### config.mk
export PLATFORM = sky130hd
export DESIGN_NAME = uvme_st_stream_chkr
export DESIGN_NICKNAME = d
export VERILOG_FILES = /design/src/rtl/uvme_st_stream_chkr.sv
export SDC_FILE = /design/constraint.sdc
export NUM_CORES = 1
export LEC_CHECK = 0
export CORE_MARGIN = 1
export CORE_UTILIZATION = 35
export CTS_BUF_LIST = sky130_fd_sc_hd__clkbuf_4 sky130_fd_sc_hd__clkbuf_8
export DETAILED_ROUTE_END_ITERATION = 7
export SLEW_MARGIN = 20
export SYNTH_ARGS = -nofsm -noshare
export SYNTH_HDL_FRONTEND = slang
export SYNTH_SLANG_ARGS = --single-unit
### constraint.sdc
create_clock -name clk -period 10.3 [get_ports clk]
set_input_delay 1.545 -clock clk [delete_from_list [all_inputs] [get_ports clk]]
set_output_delay 1.545 -clock clk [all_outputs]
set_load 0.01 [all_outputs]
### src/rtl/uvme_st_stream_chkr.sv
// ---------------------------------------------------------------------------
// uvme_st_stream_chkr
//   Multi-channel, in-order stream checker. Every accepted TX beat is queued
//   in a per-channel FIFO; every accepted RX beat on a channel is compared
//   against the oldest queued entry of that channel. Mismatch, orphan,
//   overflow and head-latency timeout events pulse for one cycle, and
//   saturating match/error counters are kept.
//
//   Optional feature macro: UVME_ST_CHKR_SVA_EN
//     defined   -> protocol / range / X concurrent assertions compiled in,
//                  plus an $error on every err_* pulse (all off in reset).
//     undefined -> no assertion code; outputs are identical.
//
// Ports
//   clk, reset            : clock, synchronous active-high reset
//   enable                : 1 = check beats and age heads; 0 = freeze
//   tx_valid/ready/chan/data : transmit stream (expected data source)
//   rx_valid/ready/chan/data : receive stream (data under check)
//   err_mismatch_o        : pulse, RX data differs from expected
//   err_orphan_o          : pulse, RX beat with nothing expected
//   err_overflow_o        : pulse, TX beat dropped because FIFO full
//   err_timeout_o         : pulse, one or more channel heads timed out
//   match_cnt_o           : saturating count of matched beats
//   err_cnt_o             : saturating count of error events
//   pending_o             : bit c set while channel c FIFO is non-empty
//   idle_o                : every FIFO empty
//
// Handshake: a beat is transferred on a rising clk edge where valid and
// ready are both 1 (and enable is 1). The source holds valid, chan and data
// stable until ready is seen; ready may change freely.
// ---------------------------------------------------------------------------
module uvme_st_stream_chkr #(
  parameter int DATA_W  = 32,
  parameter int NUM_CH  = 4,
  parameter int DEPTH   = 8,
  parameter int TIMEOUT = 1024,
  parameter int CNT_W   = 16,
  localparam int CH_W   = (NUM_CH > 1) ? $clog2(NUM_CH) : 1
) (
  input  logic              clk,
  input  logic              reset,
  input  logic              enable,
  input  logic              tx_valid,
  input  logic              tx_ready,
  input  logic [CH_W-1:0]   tx_chan,
  input  logic [DATA_W-1:0] tx_data,
  input  logic              rx_valid,
  input  logic              rx_ready,
  input  logic [CH_W-1:0]   rx_chan,
  input  logic [DATA_W-1:0] rx_data,
  output logic              err_mismatch_o,
  output logic              err_orphan_o,
  output logic              err_overflow_o,
  output logic              err_timeout_o,
  output logic [CNT_W-1:0]  match_cnt_o,
  output logic [CNT_W-1:0]  err_cnt_o,
  output logic [NUM_CH-1:0] pending_o,
  output logic              idle_o
);

  localparam int PTR_W = (DEPTH > 1) ? $clog2(DEPTH) : 1;
  localparam int OCC_W = PTR_W + 1;
  localparam int AGE_W = (TIMEOUT < 2) ? 1 : $clog2(TIMEOUT + 1);
  localparam int ADD_W = $clog2(NUM_CH + 4) + 1;
  localparam int SUM_W = ((CNT_W > ADD_W) ? CNT_W : ADD_W) + 1;
  localparam logic [CNT_W-1:0] CNT_MAX = '1;

  logic [DATA_W-1:0] mem    [NUM_CH][DEPTH];
  logic [PTR_W-1:0]  rd_ptr [NUM_CH];
  logic [PTR_W-1:0]  wr_ptr [NUM_CH];
  logic [OCC_W-1:0]  occ    [NUM_CH];
  logic [AGE_W-1:0]  age    [NUM_CH];

  logic              tx_beat, rx_beat;
  logic [NUM_CH-1:0] tx_hit, rx_hit, rx_pop, tmo_hit, push, bypass;
  logic              mis_n, orph_n, ovf_n, match_n;
  logic [ADD_W-1:0]  tmo_num, err_add;
  logic [SUM_W-1:0]  err_sum;

  // Out-of-range channels never compare equal to any c below, so they are
  // silently ignored.
  assign tx_beat = enable && tx_valid && tx_ready;
  assign rx_beat = enable && rx_valid && rx_ready;

  always_comb begin
    tx_hit  = '0;
    rx_hit  = '0;
    rx_pop  = '0;
    tmo_hit = '0;
    push    = '0;
    bypass  = '0;
    mis_n   = 1'b0;
    orph_n  = 1'b0;
    ovf_n   = 1'b0;
    match_n = 1'b0;
    tmo_num = '0;
    for (int c = 0; c < NUM_CH; c++) begin
      tx_hit[c] = tx_beat && (tx_chan == CH_W'(c));
      rx_hit[c] = rx_beat && (rx_chan == CH_W'(c));
      rx_pop[c] = rx_hit[c] && (occ[c] != '0);
      bypass[c] = rx_hit[c] && (occ[c] == '0) && tx_hit[c];
      // A same-cycle RX pop wins over the timeout drop of the head.
      tmo_hit[c] = (TIMEOUT != 0) && enable && (occ[c] != '0) &&
                   (age[c] == AGE_W'(TIMEOUT)) && !rx_hit[c];
      // A full FIFO still accepts the push when RX frees a slot this edge.
      push[c] = tx_hit[c] && !bypass[c] &&
                ((occ[c] != OCC_W'(DEPTH)) || rx_pop[c]);
      if (rx_pop[c]) begin
        if (mem[c][rd_ptr[c]] == rx_data) match_n = 1'b1;
        else                              mis_n   = 1'b1;
      end
      if (bypass[c]) begin
        if (tx_data == rx_data) match_n = 1'b1;
        else                    mis_n   = 1'b1;
      end
      if (rx_hit[c] && (occ[c] == '0) && !tx_hit[c]) orph_n = 1'b1;
      if (tx_hit[c] && (occ[c] == OCC_W'(DEPTH)) && !rx_pop[c]) ovf_n = 1'b1;
      tmo_num = tmo_num + ADD_W'(tmo_hit[c]);
    end
  end

  assign err_add = ADD_W'(mis_n) + ADD_W'(orph_n) + ADD_W'(ovf_n) + tmo_num;
  assign err_sum = SUM_W'(err_cnt_o) + SUM_W'(err_add);

  // Payload storage carries no reset; occupancy alone defines validity.
  always_ff @(posedge clk) begin
    for (int c = 0; c < NUM_CH; c++) begin
      if (push[c]) mem[c][wr_ptr[c]] <= tx_data;
    end
  end

  always_ff @(posedge clk) begin
    if (reset) begin
      for (int c = 0; c < NUM_CH; c++) begin
        rd_ptr[c] <= '0;
        wr_ptr[c] <= '0;
        occ[c]    <= '0;
        age[c]    <= '0;
      end
      err_mismatch_o <= 1'b0;
      err_orphan_o   <= 1'b0;
      err_overflow_o <= 1'b0;
      err_timeout_o  <= 1'b0;
      match_cnt_o    <= '0;
      err_cnt_o      <= '0;
    end else begin
      for (int c = 0; c < NUM_CH; c++) begin
        if (push[c]) wr_ptr[c] <= wr_ptr[c] + PTR_W'(1);
        if (rx_pop[c] || tmo_hit[c]) rd_ptr[c] <= rd_ptr[c] + PTR_W'(1);
        occ[c] <= occ[c] + OCC_W'(push[c]) - OCC_W'(rx_pop[c] || tmo_hit[c]);
        if (enable) begin
          // Age restarts whenever the head changes or nothing is queued.
          if (rx_pop[c] || tmo_hit[c] || (occ[c] == '0)) age[c] <= '0;
          else                                           age[c] <= age[c] + AGE_W'(1);
        end
      end
      err_mismatch_o <= mis_n;
      err_orphan_o   <= orph_n;
      err_overflow_o <= ovf_n;
      err_timeout_o  <= (tmo_hit != '0);
      if (match_n && (match_cnt_o != CNT_MAX)) match_cnt_o <= match_cnt_o + CNT_W'(1);
      if (err_sum > SUM_W'(CNT_MAX)) err_cnt_o <= CNT_MAX;
      else                           err_cnt_o <= err_sum[CNT_W-1:0];
    end
  end

  always_comb begin
    pending_o = '0;
    for (int c = 0; c < NUM_CH; c++) pending_o[c] = (occ[c] != '0);
  end
  assign idle_o = (pending_o == '0);

`ifdef UVME_ST_CHKR_SVA_EN
  a_tx_hold: assert property (@(posedge clk) disable iff (reset)
    tx_valid && !tx_ready |=> tx_valid && $stable(tx_chan) && $stable(tx_data))
    else $error("tx valid/chan/data not held while stalled");
  a_rx_hold: assert property (@(posedge clk) disable iff (reset)
    rx_valid && !rx_ready |=> rx_valid && $stable(rx_chan) && $stable(rx_data))
    else $error("rx valid/chan/data not held while stalled");
  a_tx_chan: assert property (@(posedge clk) disable iff (reset)
    tx_valid |-> (int'(tx_chan) < NUM_CH))
    else $error("tx_chan out of range");
  a_rx_chan: assert property (@(posedge clk) disable iff (reset)
    rx_valid |-> (int'(rx_chan) < NUM_CH))
    else $error("rx_chan out of range");
  a_valid_known: assert property (@(posedge clk) disable iff (reset)
    !$isunknown(tx_valid) && !$isunknown(rx_valid))
    else $error("unknown value on tx_valid/rx_valid");
  a_no_mismatch: assert property (@(posedge clk) disable iff (reset) !err_mismatch_o)
    else $error("stream checker: data mismatch");
  a_no_orphan: assert property (@(posedge clk) disable iff (reset) !err_orphan_o)
    else $error("stream checker: orphan rx beat");
  a_no_overflow: assert property (@(posedge clk) disable iff (reset) !err_overflow_o)
    else $error("stream checker: expected fifo overflow");
  a_no_timeout: assert property (@(posedge clk) disable iff (reset) !err_timeout_o)
    else $error("stream checker: head latency timeout");
`endif

endmodule

==> results_dict.tcl <==
set metrics [dict create \
    cp-start-kind "flop" \
    synth_fa_ha_area_share_pct 1.60 \
    syn_area_um2 47400 \
    synth.distinct_cells 63 \
    holdWs_ns 0.506 \
    final_antenna_net_count 0 \
    p_seq_share_pct 53.3 \
    synthXorXnorAreaFrac_pct 3.69 \
    gp_congestion 0.827 \
    internal_power_uw 7450 \
    final_cell_mix "edfxtp_1 (1092), mux2i_1 (214), mux4_2 (197)" \
    wl_per_cell_um 25.4 \
    synth_edf_count 1092 \
    io_buffers 115 \
    synthArstFlopShare_pct 0 \
    finalNetCount 3018 \
    setup_ws_ns 2.79 \
    min_path_cells 2 \
    synth_compound_area_share_pct 2.33 \
    path_cells "buf_4 -> buf_4 -> mux2i_1 -> a22oi_1 -> and3_1 -> o22ai_1 -> nor4_1 -> and4_1 -> o221ai_1 -> nor2_1 -> fa_1 -> fa_1 -> inv_1 -> ha_1 -> fa_1 -> a21o_1 -> a21oi_1 -> nor3b_1 -> nand2_1 -> or3_1 -> a21oi_1" \
    finalSetupViolations 0 \
    dieWidth_um 370 \
    hp-class "flop to flop" \
    crit_slowest_cell "edfxtp_1" \
    clk_pin_slew_ns 0.06 \
    reg2regPathDepth 21 \
    drv_slew 0 \
    routed-via-count 24923 \
    multi_input_comb_area_um2 12900 \
    drive_gt1_share_pct 20.6 \
    path_max_fanout 29 \
    mostFrequentLayoutCell "edfxtp_1" \
    cts_root_buf "clkbuf_8" \
    place_ws_ns 2.65 \
    ff_latch_area_um2 33800 \
    p_per_area_nw_per_um2 177 \
    viasPerCell 5.19 \
    overflow 0 \
    ioPinCount 116 \
    n_fill_cell 11901 \
    drtPass1Iterations 5 \
    path_class "flop to flop" \
    power.switching_uw 2230 \
    drt_iter0_markers 2621 \
    fp-row-count 134 \
    fmax_ghz 0.133 \
    fp.dieArea_um2 137000 \
    holdBufCountCts 0 \
    worst-path-stages 21 \
    cap_viol_max_count 0 \
    synthSimpleGateAreaFrac_pct 5.01 \
    p_leak_uw 0.0176 \
    grt_max_degree 60 \
    synth_top_family_by_area "multiplexers" \
    grt_pass1_wl_um 175000 \
    totalWireLength_um 122000 \
    finalHoldViolCount 0 \
    cp.required_ns 11.09 \
    synth-seq-area-share_pct 71.3 \
    finalCritPeriodShare_pct 72.9 \
    crit_family "simple AND/OR/NAND/NOR gates" \
    synth.area.mux_share_pct 14.1 \
    postCtsSetupBuffers 0 \
    antenna_found_initial 10 \
    area.growth.synth_to_final_pct 15.2 \
    hpwl_um 70500 \
    stdcell_area_um2 54600 \
    fin_crit_ns 7.51 \
    grt_pass1_vias 25050 \
    total_power_uw 9680 \
    yosys_warnings 0 \
    netlist_instances 2631 \
    worstMarginPinSlew_ns 1.06 \
    synth_seq_cells 1144 \
    clk_latency_ns 0.90 \
    fin_tns_setup_ns 0 \
    clkPwrFrac_pct 40.3 \
    cts_buffers 182 \
    pwr-share-comb_pct 6.5 \
    ys.flop_type "edfxtp_1" \
    worst_setup_path_end_kind "flop" \
    die_h_um 370 \
    clkSinkCount 1144 \
    cts_max_path_buffers 3 \
    rrSetupSlack_ns 2.79 \
    initial_utilization_pct 35.4 \
    synthesis.nets 2762 \
    switching_share_pct 23.0 \
    drc 0 \
    tritoncts "built" \
    rsz0062_at_grt "no" \
    cts_resized 0 \
    coreArea_um2 134000 \
    htree_levels 4 \
    status "completed" \
    max_slew_margin_pct 28.9 \
    cp_common_cell "fa_1" \
    placed_area_um2 51000 \
    vdd_drop_max_v 0.000109 \
    syn_area_per_cell_um2 18.0 \
    cp_num_buf_inv 3 \
    critPathArrivalTime_ns 8.30 \
    cp_slowest_stage_delay_ns 0.89 \
    track_usage_pct 17.8 \
    skew_ns 0.0542 \
]
## final timing paths
kind	from	endpoint
setup / recovery	rd_ptr[2][2]$_SDFFCE_PN0P_	err_cnt_o[10]$_SDFF_PP0_
hold / removal	match_cnt_o[4]$_SDFFE_PP0P_	match_cnt_o[4]$_SDFFE_PP0P_
setup reg to reg	rd_ptr[2][2]$_SDFFCE_PN0P_	err_cnt_o[10]$_SDFF_PP0_
hold reg to reg	match_cnt_o[4]$_SDFFE_PP0P_	match_cnt_o[4]$_SDFFE_PP0P_
## flip-flops by register name (all words and copies together) (netlist names)
name	cells
err_orphan_o	1
age	44
match_cnt_o	16
rd_ptr	12
err_cnt_o	16
err_overflow_o	1
wr_ptr	12
occ	16
mem	1024
err_mismatch_o	1
err_timeout_o	1
## worst min-delay path: stages (launching register included)
cell	delay, ns
dfxtp_1	0.33
o21ai_0	0.08
a21oi_1	0.06
## kinds of logic after synthesis
| logic type | after synthesis |
|---|---|
| DFF | 1144 |
| and+or+nand+nor | 456 |
| muxes | 420 |
| xor gates and xnor gates | 200 |
| buffers and inverters | 193 |
| AOI/OAI and AO/OA | 162 |
| adders and majority gates | 56 |
## metrics by stage
step | std cells | utilization (%)
after detailed placement | 4471 | 38.1
after global placement | 4471 | 38.1
final | 4806 | 40.8
after global routing | 4803 | 40.8
after CTS | 4801 | 40.8
after floorplan | 2631 | -
## cell usage after synthesis, types with 12 or more instances
master / number / share of area, %
edfxtp_1: 1092 / 69
mux2i_1: 214 / 4.5
mux4_2: 197 / 9.4
nor2_1: 139 / 1.1
xnor2_1: 134 / 2.5
xor2_1: 66 / 1.2
inv_1: 62 / 0.49
nand2_1: 56 / 0.44
clkbuf_1: 54 / 0.43
a22oi_1: 53 / 0.84
a21oi_1: 52 / 0.55
dfxtp_1: 52 / 2.2
ha_1: 48 / 1.3
nand3_1: 48 / 0.51
buf_2: 39 / 0.41
and3_1: 36 / 0.47
nand4_1: 29 / 0.38
nor4_1: 25 / 0.33
nor2b_1: 23 / 0.30
nor3b_1: 17 / 0.27
buf_1: 15 / 0.12
nor3_1: 14 / 0.15
and2_1: 13 / 0.17
nand2b_1: 12 / 0.16
or3_1: 12 / 0.16
## layout make-up
cell class                 instances  area share [%]
sequential                      1144            61.9
multi-input combinational       1294            23.6
clock buffer                     248            5.53
tap                             1768            4.05
timing repair buffer             203            3.33
clock inverter                    82            1.10
inverter                          62           0.426
antenna                            5          0.0229
## metal layers
| layer | GRT usage, % | wire length (um) | up-vias |
|---|---|---|---|
| li1 | - | - | 10907 |
| met5 | 0 | 23 | - |
| met3 | 4.50 | 9600 | 165 |
| met2 | 28.4 | 57700 | 912 |
| met1 | 23.9 | 51900 | 12935 |
| met4 | 5.28 | 2660 | 4 |
## power by group through the flow
stage / sequential (uW) / clock, uW / combinational (uW)
floorplan: 5240 / 0 / 354
global placement: 5250 / 0 / 624
detailed placement: 5250 / 0 / 627
CTS: 5160 / 3980 / 630
global route: 5160 / 4180 / 668
finish: 5160 / 3900 / 625
Note: power is estimated with default switching activity, not from simulation.
